**config.mk**
```make
export PLATFORM = sky130hd
export DESIGN_NAME = note_source_arbiter_flat
export DESIGN_NICKNAME = d
export VERILOG_FILES = /design/src/rtl/piano_pkg.sv /design/src/rtl/note_source_arbiter_if.sv /design/src/rtl/arb_timer.sv /design/src/rtl/note_source_arbiter.sv /design/src/flat_wrapper.sv
export SDC_FILE = /design/constraint.sdc
export NUM_CORES = 1
export LEC_CHECK = 0
export CELL_PAD_IN_SITES_DETAIL_PLACEMENT = 0
export CELL_PAD_IN_SITES_GLOBAL_PLACEMENT = 2
export CORE_ASPECT_RATIO = 1.25
export CORE_MARGIN = 2
export CORE_UTILIZATION = 36
export DETAILED_ROUTE_END_ITERATION = 7
export GPL_ROUTABILITY_DRIVEN = 0
export MAX_ROUTING_LAYER = met4
export PLACE_DENSITY_LB_ADDON = 0.1
export SETUP_SLACK_MARGIN = 0.5
export SYNTH_ARGS = -nofsm -noshare
export SYNTH_HDL_FRONTEND = slang
export SYNTH_SLANG_ARGS = --single-unit
```
**constraint.sdc**
```tcl
create_clock -name iClk -period 3.9 [get_ports iClk]
set_input_delay 0.585 -clock iClk [delete_from_list [all_inputs] [get_ports iClk]]
set_output_delay 0.585 -clock iClk [all_outputs]
set_load 0.05 [all_outputs]
```
**src/rtl/piano_pkg.sv**
```systemverilog
// Shared definitions for the note source arbiter.
//   NOTE_REST     : note code meaning "silence"
//   arb_state_e   : arbiter FSM states
//   SRC_*         : encodings driven on oSource
package piano_pkg;

  localparam logic [7:0] NOTE_REST = 8'h00;

  localparam logic [1:0] SRC_NONE = 2'd0;
  localparam logic [1:0] SRC_SONG = 2'd1;
  localparam logic [1:0] SRC_KEY  = 2'd2;

  typedef enum logic [2:0] {
    S_IDLE,
    S_SONG,
    S_KEY,
    S_GAP,
    S_HOLD
  } arb_state_e;

endpackage

```
**src/rtl/note_source_arbiter_if.sv**
```systemverilog
// Note bus between the producers (keyboard decoder, song player) and the
// arbiter, plus the arbiter's outputs toward the buzzer/display path.
//   iKey_Data / iSong_Data / iSong_Enable : producer side inputs
//   oFreq_Data / oCountEnable / oSongPause / oSource : arbiter results
// master = producer/consumer side, slave = arbiter side.
interface note_source_arbiter_if;
  logic [7:0] iKey_Data;
  logic [7:0] iSong_Data;
  logic       iSong_Enable;
  logic [7:0] oFreq_Data;
  logic       oCountEnable;
  logic       oSongPause;
  logic [1:0] oSource;

  modport master (
    output iKey_Data, iSong_Data, iSong_Enable,
    input  oFreq_Data, oCountEnable, oSongPause, oSource
  );

  modport slave (
    input  iKey_Data, iSong_Data, iSong_Enable,
    output oFreq_Data, oCountEnable, oSongPause, oSource
  );
endinterface

```
**src/rtl/arb_timer.sv**
```systemverilog
// Loadable saturating down-counter shared by the gap and hold phases.
//   iClk, iReset_n : clock, async active-high reset
//   i_load         : load i_value this cycle (wins over counting)
//   i_value        : value to load
//   o_done         : counter sits at zero
module arb_timer #(
  parameter int CNT_W = 24
) (
  input  logic             iClk,
  input  logic             iReset_n,
  input  logic             i_load,
  input  logic [CNT_W-1:0] i_value,
  output logic             o_done
);

  logic [CNT_W-1:0] r_cnt;

  always_ff @(posedge iClk or posedge iReset_n) begin
    if (iReset_n)            r_cnt <= '0;
    else if (i_load)         r_cnt <= i_value;
    else if (r_cnt != '0)    r_cnt <= r_cnt - 1'b1;
  end

  assign o_done = (r_cnt == '0);

endmodule

```
**src/rtl/note_source_arbiter.sv**
```systemverilog
// Picks the note sent to the buzzer: keyboard over song, a silent gap between
// two different sounding notes, a one-cycle start pulse per new note, and a
// pause window for the song after the last key release.
//   iClk, iReset_n : clock, async reset (active-high despite the name)
//   bus (slave)    : producer inputs and registered arbiter outputs
module note_source_arbiter
  import piano_pkg::*;
#(
  parameter int GAP_CYCLES  = 4,
  parameter int HOLD_CYCLES = 16,
  parameter int CNT_W       = 24
) (
  input  logic                 iClk,
  input  logic                 iReset_n,
  note_source_arbiter_if.slave bus
);

  // Timer is loaded with N-1 and the phase ends on the edge where it reads
  // zero, giving exactly N cycles of silence / pause.
  localparam logic [CNT_W-1:0] GAP_LD  = CNT_W'(GAP_CYCLES - 1);
  localparam logic [CNT_W-1:0] HOLD_LD = CNT_W'(HOLD_CYCLES - 1);

  arb_state_e       r_state, w_state_nx;
  logic [7:0]       r_freq, w_freq_nx;
  logic [7:0]       r_target, w_target_nx;
  logic             r_owner_key, w_owner_key_nx;
  logic             r_cnt_en, w_cnt_en_nx;
  logic             r_pause, w_pause_nx;
  logic [1:0]       r_src, w_src_nx;
  logic             w_load;
  logic [CNT_W-1:0] w_load_val;
  logic             w_done;

  logic [7:0] w_key, w_song;
  logic       w_en;
  assign w_key  = bus.iKey_Data;
  assign w_song = bus.iSong_Data;
  assign w_en   = bus.iSong_Enable;

  arb_timer #(.CNT_W(CNT_W)) u_timer (
    .iClk     (iClk),
    .iReset_n (iReset_n),
    .i_load   (w_load),
    .i_value  (w_load_val),
    .o_done   (w_done)
  );

  always_ff @(posedge iClk or posedge iReset_n) begin
    if (iReset_n) begin
      r_state     <= S_IDLE;
      r_freq      <= NOTE_REST;
      r_target    <= NOTE_REST;
      r_owner_key <= 1'b0;
      r_cnt_en    <= 1'b0;
      r_pause     <= 1'b0;
      r_src       <= SRC_NONE;
    end else begin
      r_state     <= w_state_nx;
      r_freq      <= w_freq_nx;
      r_target    <= w_target_nx;
      r_owner_key <= w_owner_key_nx;
      r_cnt_en    <= w_cnt_en_nx;
      r_pause     <= w_pause_nx;
      r_src       <= w_src_nx;
    end
  end

  always_comb begin
    w_state_nx     = r_state;
    w_freq_nx      = r_freq;
    w_target_nx    = r_target;
    w_owner_key_nx = r_owner_key;
    w_cnt_en_nx    = 1'b0;
    w_load         = 1'b0;
    w_load_val     = GAP_LD;

    unique case (r_state)
      S_IDLE: begin
        w_freq_nx = NOTE_REST;
        if (w_key != NOTE_REST) begin
          w_state_nx = S_KEY; w_freq_nx = w_key; w_cnt_en_nx = 1'b1;
        end else if (w_en && w_song != NOTE_REST) begin
          w_state_nx = S_SONG; w_freq_nx = w_song; w_cnt_en_nx = 1'b1;
        end
      end

      S_SONG: begin
        if (w_key != NOTE_REST) begin
          // Preemption: only articulate if something is actually sounding.
          if (r_freq != NOTE_REST) begin
            w_state_nx = S_GAP; w_target_nx = w_key; w_owner_key_nx = 1'b1;
            w_freq_nx = NOTE_REST; w_load = 1'b1;
          end else begin
            w_state_nx = S_KEY; w_freq_nx = w_key; w_cnt_en_nx = 1'b1;
          end
        end else if (!w_en) begin
          w_state_nx = S_IDLE; w_freq_nx = NOTE_REST;
        end else if (w_song != r_freq) begin
          if (w_song == NOTE_REST) begin
            w_freq_nx = NOTE_REST;
          end else if (r_freq == NOTE_REST) begin
            w_freq_nx = w_song; w_cnt_en_nx = 1'b1;
          end else begin
            w_state_nx = S_GAP; w_target_nx = w_song; w_owner_key_nx = 1'b0;
            w_freq_nx = NOTE_REST; w_load = 1'b1;
          end
        end
      end

      S_KEY: begin
        if (w_key == NOTE_REST) begin
          w_state_nx = S_HOLD; w_freq_nx = NOTE_REST;
          w_load = 1'b1; w_load_val = HOLD_LD;
        end else if (w_key != r_freq) begin
          if (r_freq == NOTE_REST) begin
            w_freq_nx = w_key; w_cnt_en_nx = 1'b1;
          end else begin
            w_state_nx = S_GAP; w_target_nx = w_key; w_owner_key_nx = 1'b1;
            w_freq_nx = NOTE_REST; w_load = 1'b1;
          end
        end
      end

      S_GAP: begin
        // Gap length is fixed at entry; retargeting or an ownership steal by
        // the keyboard never reloads the timer.
        w_freq_nx = NOTE_REST;
        if (r_owner_key || w_key != NOTE_REST) begin
          if (w_key == NOTE_REST) begin
            w_state_nx = S_HOLD; w_load = 1'b1; w_load_val = HOLD_LD;
          end else begin
            w_owner_key_nx = 1'b1; w_target_nx = w_key;
            if (w_done) begin
              w_state_nx = S_KEY; w_freq_nx = w_key; w_cnt_en_nx = 1'b1;
            end
          end
        end else if (!w_en || w_song == NOTE_REST) begin
          w_state_nx = S_IDLE;
        end else begin
          w_target_nx = w_song;
          if (w_done) begin
            w_state_nx = S_SONG; w_freq_nx = w_song; w_cnt_en_nx = 1'b1;
          end
        end
      end

      S_HOLD: begin
        w_freq_nx = NOTE_REST;
        if (w_key != NOTE_REST) begin
          w_state_nx = S_KEY; w_freq_nx = w_key; w_cnt_en_nx = 1'b1;
        end else if (w_done) begin
          w_state_nx = S_IDLE;
        end
      end

      default: begin
        w_state_nx = S_IDLE; w_freq_nx = NOTE_REST;
      end
    endcase

    // Flags follow the state being entered so they line up with the note.
    unique case (w_state_nx)
      S_SONG:  w_src_nx = SRC_SONG;
      S_KEY:   w_src_nx = SRC_KEY;
      S_GAP:   w_src_nx = w_owner_key_nx ? SRC_KEY : SRC_SONG;
      default: w_src_nx = SRC_NONE;
    endcase
    w_pause_nx = (w_state_nx == S_KEY) || (w_state_nx == S_HOLD) ||
                 ((w_state_nx == S_GAP) && w_owner_key_nx);
  end

  assign bus.oFreq_Data   = r_freq;
  assign bus.oCountEnable = r_cnt_en;
  assign bus.oSongPause   = r_pause;
  assign bus.oSource      = r_src;

endmodule

```
**src/flat_wrapper.sv**
```systemverilog
// flat-port wrapper written by rule: the top's interface ports become plain ports
module note_source_arbiter_flat import piano_pkg::*;
#(
  parameter int GAP_CYCLES  = 4,
  parameter int HOLD_CYCLES = 16,
  parameter int CNT_W       = 24
)
  (iClk, iReset_n, bus_iKey_Data, bus_iSong_Data, bus_iSong_Enable, bus_oFreq_Data, bus_oCountEnable, bus_oSongPause, bus_oSource);
  note_source_arbiter_if bus_i ();
  input  logic iClk;
  input  logic iReset_n;
  input wire logic [$bits(bus_i.iKey_Data)-1:0] bus_iKey_Data;
  input wire logic [$bits(bus_i.iSong_Data)-1:0] bus_iSong_Data;
  input wire logic [$bits(bus_i.iSong_Enable)-1:0] bus_iSong_Enable;
  output wire logic [$bits(bus_i.oFreq_Data)-1:0] bus_oFreq_Data;
  output wire logic [$bits(bus_i.oCountEnable)-1:0] bus_oCountEnable;
  output wire logic [$bits(bus_i.oSongPause)-1:0] bus_oSongPause;
  output wire logic [$bits(bus_i.oSource)-1:0] bus_oSource;
  assign bus_i.iKey_Data = bus_iKey_Data;
  assign bus_i.iSong_Data = bus_iSong_Data;
  assign bus_i.iSong_Enable = bus_iSong_Enable;
  assign bus_oFreq_Data = bus_i.oFreq_Data;
  assign bus_oCountEnable = bus_i.oCountEnable;
  assign bus_oSongPause = bus_i.oSongPause;
  assign bus_oSource = bus_i.oSource;
  note_source_arbiter #(.GAP_CYCLES(GAP_CYCLES), .HOLD_CYCLES(HOLD_CYCLES), .CNT_W(CNT_W)) u_core (.iClk(iClk), .iReset_n(iReset_n), .bus(bus_i));
endmodule
```
==> results of run 1 <==
## worst paths after layout
check | cells after the start | to | startpoint
setup / recovery | 7 | u_core.bus.oFreq_Data[0] | bus_iKey_Data[5]
hold / removal | 2 | u_core.u_timer.r_cnt[7] | u_core.u_timer.r_cnt[7]
setup reg to reg | 6 | u_core.u_timer.r_cnt[6] | u_core.u_timer.r_cnt[4]
hold reg to reg | 2 | u_core.u_timer.r_cnt[7] | u_core.u_timer.r_cnt[7]
max in group asynchronous | 3 | u_core.bus.oFreq_Data[1] | iReset_n
min in group asynchronous | 3 | u_core.u_timer.r_cnt[11] | iReset_n
## per-stage QoR
step | hold WS, ns | area, um2 | setup slack (ns) | total power, mW
3_3_place_gp | 0.517 | 2800 | 0.830 | 1.66
4_1_cts | 0.563 | 2910 | 1.11 | 2.02
2_1_floorplan | 0.496 | 2430 | 1.54 | 1.41
3_5_place_dp | 0.551 | 2800 | 0.845 | 1.66
6_report | 0.547 | 2910 | 1.09 | 1.99
5_1_grt | 0.578 | 2910 | 0.862 | 2.16
## synth_stat cells, drive strengths merged
master   instances
dfrtp           40
nor2            32
xor2            19
nand2           17
o21ai           16
xnor2           16
nor4            14
nor3            13
a21oi           11
inv              9
or4              9
or3              7
clkbuf           6
nand3            6
a22oi            5
a31oi            5
nand4            5
or2              5
and2             4
buf              3
nand2b           3
o21a             3
a221o            2
a22o             2
ha               2
nor2b            2
o31ai            2
a2111oi          1
a211oi           1
a21o             1
and4             1
nand4b           1
nor3b            1
nor4b            1
o211ai           1
o22ai            1
o311ai           1
o31a             1
o41ai            1
or3b             1
## critical path, delay by kind of cell
family                 cells  cell delay (ns)
buffers and inverters      1             0.47
AOI/OAI and AO/OA          3             0.73
and+or+nand+nor            3             1.24
## cell families (layout without fill, tap and decap cells)
family          count (synthesis)  after routing  share of synthesized area [%]
buf+inv                        18             49                           3.45
simple gates                  122            122                           26.8
flops                          40             40                           41.3
fa+ha+maj                       2              2                           1.03
compound gates                 54             54                           14.8
xor+xnor                       35             35                           12.6
## per-layer routing
metal / GRT usage (%) / wire length [um] / up-vias / share of wire, %
li1: - / - / 1036 / -
met1: 21.9 / 2690 / 1017 / 42
met2: 35.1 / 3380 / 34 / 53
met3: 3.00 / 153 / 11 / 2.4
met4: 6.40 / 107 / 0 / 1.7
met5: - / 0 / - / 0
## sequential cells by signal, indices dropped and copies added (netlist names)
| register | count |
|---|---|
| u_core.u_timer.r_cnt | 24 |
| u_core.bus.oFreq_Data | 8 |
| u_core.r_state | 3 |
| u_core.bus.oSource | 2 |
| u_core.bus.oCountEnable | 1 |
| u_core.bus.oSongPause | 1 |
| u_core.r_owner_key | 1 |
## power groups by stage
stage                     logic (mW)  clock network [mW]  registers [mW]
after floorplan                0.646                   0           0.763
after global placement         0.939                   0           0.726
after detailed placement       0.931                   0           0.725
after CTS                      0.939               0.358           0.719
after global routing            1.05               0.371           0.744
final                          0.928               0.347           0.716
## cells in the final DEF, fill, tap and decap left out, types with 9 or more instances in the layout
master / synthesis / final
xor2_1: 19 / 19
nor3_1: 13 / 13
clkdlybuf4s50_1: 0 / 30
or4_1: 9 / 9
nand2_1: 17 / 17
o21ai_0: 14 / 14
xnor2_1: 16 / 16
a21oi_1: 11 / 11
nor4_1: 14 / 14
dfrtp_1: 40 / 40
nor2_1: 32 / 32
inv_1: 9 / 9
## area by class of cell
type                       count  area (um2)
fill                         692        3610
multi-input combinational    213        1340
sequential                    40        1000
timing repair buffer          32         315
tap                           87         109
clock buffer                   5        68.8
clock inverter                 3        42.5
inverter                       9        33.8
==> flow_summary.json, run 1 <==
{
  "status": "finished, final reports clean",
  "final_util_pct": 44.6,
  "syn_nets": 292,
  "syn2layout_area_growth_pct": 20.0,
  "nets": 322,
  "io_buffer_count": 30,
  "hold_buffers": 0,
  "powerDensity_nw_per_um2": 684,
  "synthCells": 271,
  "syn_avg_cell_area_um2": 8.95,
  "rsz0062_at_grt": "false",
  "power_switching_mw": 0.899,
  "yosys.area.top_type": "dfrtp_1",
  "syn_area_um2": 2430,
  "cts_num_sinks": 40,
  "ir_drop_v": 0.000229,
  "power_frac_seq_pct": 36.0,
  "cts_resized": 0,
  "tightest_slew_ns": 0.858,
  "grt_antenna_before_repair": 0,
  "cts_max_path_buffers": 2,
  "hold_viol": 0,
  "cp_max_fo": 10,
  "drtPass1Iterations": 4,
  "insertion_delay_ns": 0.30,
  "die_h_um": 95.8,
  "synth_top_area_share_pct": 41.3,
  "cts.reportedPaths.clkPinSlew_ns": 0.09,
  "fin_worst_skew_ns": 0.0108,
  "rows": 33,
  "critPathLaunchType": "primary input",
  "setup_viol": 0,
  "yosys_warnings": 0,
  "dr_total_vias": 2098,
  "cts_tree": "yes",
  "root_buffer": "clkbuf_8",
  "dieArea_um2": 7420,
  "max_stage_delay_ns": 0.48,
  "first_global_vias": 2224,
  "ios": 31,
  "synth_seq_area_share_pct": 41.3,
  "maxCapViolations": 0,
  "p_sw_share_pct": 45.1,
  "hold_class": "reg2reg",
  "required_ns": 4.14,
  "viasPerCell": 5.39,
  "ys_types": 44,
  "start_util_pct": 37.2,
  "fin_crit_ns": 2.81,
  "cts_setup_buffers": 0,
  "synth_area_leaders": "dfrtp_1 41%, xor2_1 6.9%, xnor2_1 5.8%",
  "period_share_pct": 72.0,
  "wirelength_um": 6330,
  "fmax_mhz": 356,
  "p_int_mw": 1.09,
  "grt_max_degree": 41,
  "core_um2": 6520,
  "cts_made_buffers": 5,
  "fin_cells": 389,
  "grt_first_pass_wirelength_um": 11000,
  "power_frac_comb_pct": 46.6,
  "slew_headroom_pct": 41.3,
  "path_class": "in2reg",
  "die_x_um": 77.4,
  "ant_nets": 0,
  "crit_path_end_kind": "flop",
  "gr-total-overflow": 0,
  "dpl.hpwl_um": 4630,
  "leakage_nw": 1.21,
  "wl_per_cell_um": 16.3,
  "drv_slew": 0,
  "drcViolationCount": 0,
  "setup_tns_ns": 0,
  "track_usage_pct": 19.4,
  "placedCellCount": 381,
  "r2r_slack_ns": 1.11,
  "drive_gt1_share_pct": 5.96,
  "cp_slowest_cell": "nor4_1",
  "pwr-share-clk_pct": 17.4,
  "cp.arrival_ns": 3.04,
  "drtIter0Drc": 60,
  "ys_seq_elements": 40,
  "antenna_cells": 0,
  "htreeDepth": 2,
  "cp_cell_sequence": "clkdlybuf4s50_1 -> nor4_1 -> nand2_1 -> or2_2 -> a21oi_1 -> a21o_1 -> a22o_1"
}
Power figures use the tool's default switching activity.
==> run 2, diff against run 1 <==
Settings changed: CORE_UTILIZATION 36 to 34.
Clock period 3.9 ns to 2.73 ns, I/O delays scaled along.
==> run 2 against run 1 <==
Effect of this change:
- sequential share of layout area down 4.3 points
- design area up 15%
- critical path type unchanged
- clock power up 39%
- worst hold slack worse by 0.018 ns
- critical path depth up 2
- largest power group unchanged
- wire length up 8.8%
- sequential cell count unchanged
- die area up 5.6%
==> flow_summary.json, run 2 (same netlist as run 1, synthesis figures left out) <==
{
  "fmax_mhz": 452,
  "r2r-start": "u_core.u_timer.r_cnt[9]",
  "ant_nets": 0,
  "drtIter0Drc": 43,
  "powerDensity_nw_per_um2": 979,
  "rows": 34,
  "cts_tree": "yes",
  "leakage_nw": 1.40,
  "drcViolationCount": 0,
  "die_x_um": 79.6,
  "nets": 352,
  "antenna_cells": 0,
  "grt_first_pass_wirelength_um": 11600,
  "required_ns": 2.91,
  "grt_antenna_before_repair": 0,
  "track_usage_pct": 19.5,
  "wirelength_um": 6890,
  "cp_cell_sequence": "clkdlybuf4s50_1 -> nor4_4 -> nand2_2 -> buf_4 -> or2_2 -> nand4_1 -> buf_4 -> clkbuf_16 -> nor2_1",
  "insertion_delay_ns": 0.29,
  "drv_slew": 0,
  "dr_total_vias": 2245,
  "maxCapViolations": 0,
  "hold_buffers": 0,
  "fin_crit_ns": 2.21,
  "period_share_pct": 81.1,
  "status": "finished, final reports clean",
  "max_stage_delay_ns": 0.51,
  "htreeDepth": 2,
  "ios": 31,
  "finalPower_mw": 3.29,
  "setup_viol": 0,
  "final_cell_area_um2": 3360,
  "viasPerCell": 5.32,
  "timing.rr.end": "u_core.u_timer.r_cnt[8]",
  "num-fill-cells": 703,
  "largest_reg_flops": 24,
  "start_util_pct": 35.0,
  "layout_common_cells": "32 x nor2_1, 31 x dfrtp_1, 29 x clkdlybuf4s50_1",
  "first_global_vias": 2358,
  "layout_commonest_cell": "nor2_1",
  "gr-total-overflow": 0,
  "io_buffer_count": 30,
  "tightest_slew_ns": 0.536,
  "cts_max_path_buffers": 2,
  "cts_num_sinks": 40,
  "drtPass1Iterations": 4,
  "hold_viol": 0,
  "wl_per_cell_um": 16.3,
  "hold_class": "in2async",
  "grt_max_degree": 41,
  "cp.arrival_ns": 2.40,
  "top_register": "u_core.u_timer.r_cnt",
  "cpMostUsedCell": "buf_4",
  "rsz0062_at_grt": "true",
  "die_h_um": 98.4,
  "core_um2": 6930,
  "root_buffer": "clkbuf_8",
  "ir_drop_v": 0.000413,
  "r2r_slack_ns": 0.54,
  "path_class": "in2reg",
  "pre_cts_slack_ns": -0.0200,
  "drive_gt1_share_pct": 24.7,
  "syn2layout_area_growth_pct": 38.6,
  "worstSetupEndpoint": "u_core.u_timer.r_cnt[16]",
  "fin_worst_skew_ns": 0.0106,
  "cp_max_fo": 11,
  "slew_headroom_pct": 64.3,
  "crit_path_end_kind": "flop",
  "critPathLaunchType": "primary input",
  "cts_made_buffers": 5,
  "placedCellCount": 399,
  "fin_cells": 422,
  "cts.reportedPaths.clkPinSlew_ns": 0.08,
  "dieArea_um2": 7830,
  "reg2reg_depth": 7,
  "setup_ws_ns": 0.516,
  "crit_path_start": "bus_iKey_Data[7]",
  "dpl.hpwl_um": 4980,
  "place_area_um2": 2940,
  "cp_slowest_cell": "clkdlybuf4s50_1"
}
-- run 2: cell types whose count changed in the layout (fill, tap and decap cells not counted), sizes merged --
| cell | delta |
|---|---|
| buf | +29 |
| clkbuf | +2 |
| clkdlybuf4s50 | -1 |
| clkinvlp | -1 |
| dlymetal6s2s | +1 |
-- run 2: layout make-up --
cell class / count / area [um2] / share of cell area (%)
inverter: 9 / 33.8 / 1.00
sequential: 40 / 1010 / 30.1
multi-input combinational: 213 / 1500 / 44.6
clock inverter: 2 / 35.0 / 1.04
tap: 90 / 113 / 3.35
timing repair buffer: 62 / 597 / 17.8
clock buffer: 6 / 72.6 / 2.16
-- run 2: what timing repair did --
| item | CTS | global route |
|---|---|---|
| pin swaps | 4 | 13 |
| resized for setup | 15 | 21 |
| cloned | 0 | 1 |
| buffers inserted | 6 | 8 |
| setup endpoints to repair | 34 | 32 |
-- run 2: worst min-delay path by stage --
stage                                          end  cells past startpoint
after floorplan            u_core.u_timer.r_cnt[7]                      2
final                     u_core.u_timer.r_cnt[18]                      3
after detailed placement   u_core.u_timer.r_cnt[7]                      2
after global placement     u_core.u_timer.r_cnt[7]                      2
after global routing       u_core.u_timer.r_cnt[7]                      2
after CTS                  u_core.u_timer.r_cnt[7]                      2
-- run 2: worst max-delay path: cells and delay by family --
family / cells / cell delay [ns]
and+or+nand+nor: 5 / 0.97
buffers and inverters: 4 / 1.01
-- run 2: stage by stage --
step | TNS, ns | hold slack (ns) | util, %
after floorplan | 0 | 0.497 | -
after detailed placement | -0.0200 | 0.521 | 42.4
final | 0 | 0.529 | 48.5
after global placement | -0.0689 | 0.513 | 42.4
after global routing | 0 | 0.563 | 48.5
after CTS | 0 | 0.533 | 45.7
-- run 2: per-layer routing --
metal	vias up	track usage (%)	wire length, um
met5	-	-	0
met4	0	6.23	140
li1	1096	-	-
met1	1097	22.1	2870
met3	13	2.47	138
met2	39	35.0	3740
-- run 2: power by group --
group          switching (mW)  leakage, nW  internal [mW]  total [mW]
clock                   0.210       0.0552          0.272       0.482
sequential              0.224        0.498          0.788        1.01
combinational           0.987        0.848          0.810        1.80
total                    1.42         1.40           1.87        3.29
==> run 3, diff against run 2 <==
Clock period 2.73 ns to 2.2 ns, I/O delays scaled along.
==> run 3 against run 2 <==
Effect of this change:
- clock power increased by 30%
- design area increased by 20%
- sequential power increased by 20%
- wire length increased by 12%
- utilization increased by 9.5 points
- clock-buffer cell count decreased by 1
- die area unchanged
- critical path type is now reg2reg
==> flow_summary.json, run 3 (same netlist as run 1, synthesis figures left out) <==
{
  "status": "finished, final reports clean",
  "wl_per_cell_um": 16.4,
  "required_ns": 2.40,
  "setup_tns_ns": 0,
  "maxCapViolations": 0,
  "cts_num_sinks": 40,
  "start_util_pct": 35.0,
  "cts_made_buffers": 5,
  "finalPower_mw": 4.89,
  "cts_max_path_buffers": 2,
  "fmax_mhz": 460,
  "root_buffer": "clkbuf_8",
  "ir_drop_v": 0.000494,
  "die_x_um": 79.6,
  "multi_input_area_um2": 1770,
  "rsz0062_at_grt": "true",
  "grt_antenna_before_repair": 0,
  "place_area_um2": 3360,
  "antenna_cells": 0,
  "nets": 400,
  "hold_viol": 0,
  "drtIter0Drc": 59,
  "dr_total_vias": 2491,
  "drv_slew": 0,
  "slew_headroom_pct": 53.3,
  "final_cell_area_um2": 4020,
  "first_global_vias": 2548,
  "placedCellCount": 443,
  "htreeDepth": 2,
  "grt_first_pass_wirelength_um": 11900,
  "ios": 31,
  "powerDensity_nw_per_um2": 1220,
  "core_um2": 6930,
  "setup_viol": 0,
  "cts_tree": "yes",
  "drive_gt1_share_pct": 45.5,
  "top_register": "u_core.u_timer.r_cnt",
  "pre_cts_slack_ns": -0.235,
  "tightest_slew_ns": 0.694,
  "hold_ws_ns": 0.376,
  "rows": 34,
  "dieArea_um2": 7830,
  "final_util_pct": 58.0,
  "hold_class": "in2async",
  "grt_max_degree": 41,
  "critPathLaunchType": "flop",
  "num-fill-cells": 626,
  "io_buffer_count": 30,
  "setup_ws_ns": 0.0268,
  "largest_reg_flops": 24,
  "ff_latch_area_um2": 1010,
  "gr-total-overflow": 0,
  "path_class": "reg2reg",
  "viasPerCell": 5.30,
  "cts.reportedPaths.clkPinSlew_ns": 0.09,
  "period_share_pct": 98.8,
  "fin_cells": 470,
  "drtPass1Iterations": 4,
  "fin_worst_skew_ns": 0.00670,
  "layout_commonest_cell": "buf_4",
  "crit_path_end_kind": "flop",
  "wirelength_um": 7730,
  "track_usage_pct": 19.9,
  "layout_common_cells": "60 x buf_4, 32 x dfrtp_1, 25 x nor2_1",
  "ant_nets": 0,
  "fin_crit_ns": 2.17,
  "insertion_delay_ns": 0.30,
  "drcViolationCount": 0,
  "syn2layout_area_growth_pct": 65.8,
  "dpl.hpwl_um": 5190,
  "die_h_um": 98.4,
  "cp_max_fo": 5,
  "leakage_nw": 1.77,
  "cp.arrival_ns": 2.37
}
-- run 3: worst max-delay path, cell delays in order (launching register included) --
cell and delay, ns:
dfrtp_1 0.39, or4_4 0.57, or3b_4 0.46, o211ai_4 0.21, buf_6 0.14, buf_4 0.10
xor2_1 0.14, nor2_1 0.06
-- run 3: layout make-up --
| cell class | instances | area share, % |
|---|---|---|
| inverters | 9 | 0.840 |
| repair buffers | 110 | 24.5 |
| clock inverters | 3 | 1.06 |
| flip-flops and latches | 40 | 25.1 |
| well taps | 90 | 2.80 |
| multi-input cells | 213 | 43.9 |
| clock buffers | 5 | 1.71 |
-- run 3: worst paths after layout --
| path | end | depth (start not counted) | slack, ns | from |
|---|---|---|---|---|
| worst max-delay path | u_core.u_timer.r_cnt[4] | 7 | 0.03 | u_core.u_timer.r_cnt[4] |
| worst max register to register | u_core.u_timer.r_cnt[4] | 7 | 0.03 | u_core.u_timer.r_cnt[4] |
| min in group iClk | u_core.bus.oFreq_Data[6] | 3 | 0.44 | bus_iSong_Data[6] |
| worst min-delay path | u_core.u_timer.r_cnt[10] | 3 | 0.38 | iReset_n |
| worst min register to register | u_core.u_timer.r_cnt[23] | 2 | 0.58 | u_core.u_timer.r_cnt[23] |
| max in group asynchronous | u_core.bus.oFreq_Data[3] | 3 | 1.60 | iReset_n |
-- run 3: per-layer routing --
metal,vias to the layer above,routed length [um],global-route usage (%)
li1,1192,-,-
met1,1236,3030,21.4
met2,48,4340,36.4
met3,15,203,3.30
met4,0,158,7.03
met5,-,0,-
-- run 3: power by group --
group          switching (mW)  internal (mW)  leakage [nW]
combinational            1.58           1.47          1.22
sequential              0.239          0.976         0.500
clock                   0.289          0.336        0.0541
-- run 3: repair_timing --
action	in CTS	in global routing
buffers inserted	10	6
hold endpoints to repair	0	0
hold buffers	0	0
pin swaps	12	22
cloned	2	1
gates resized for setup	71	56
endpoints found under the setup margin	51	42
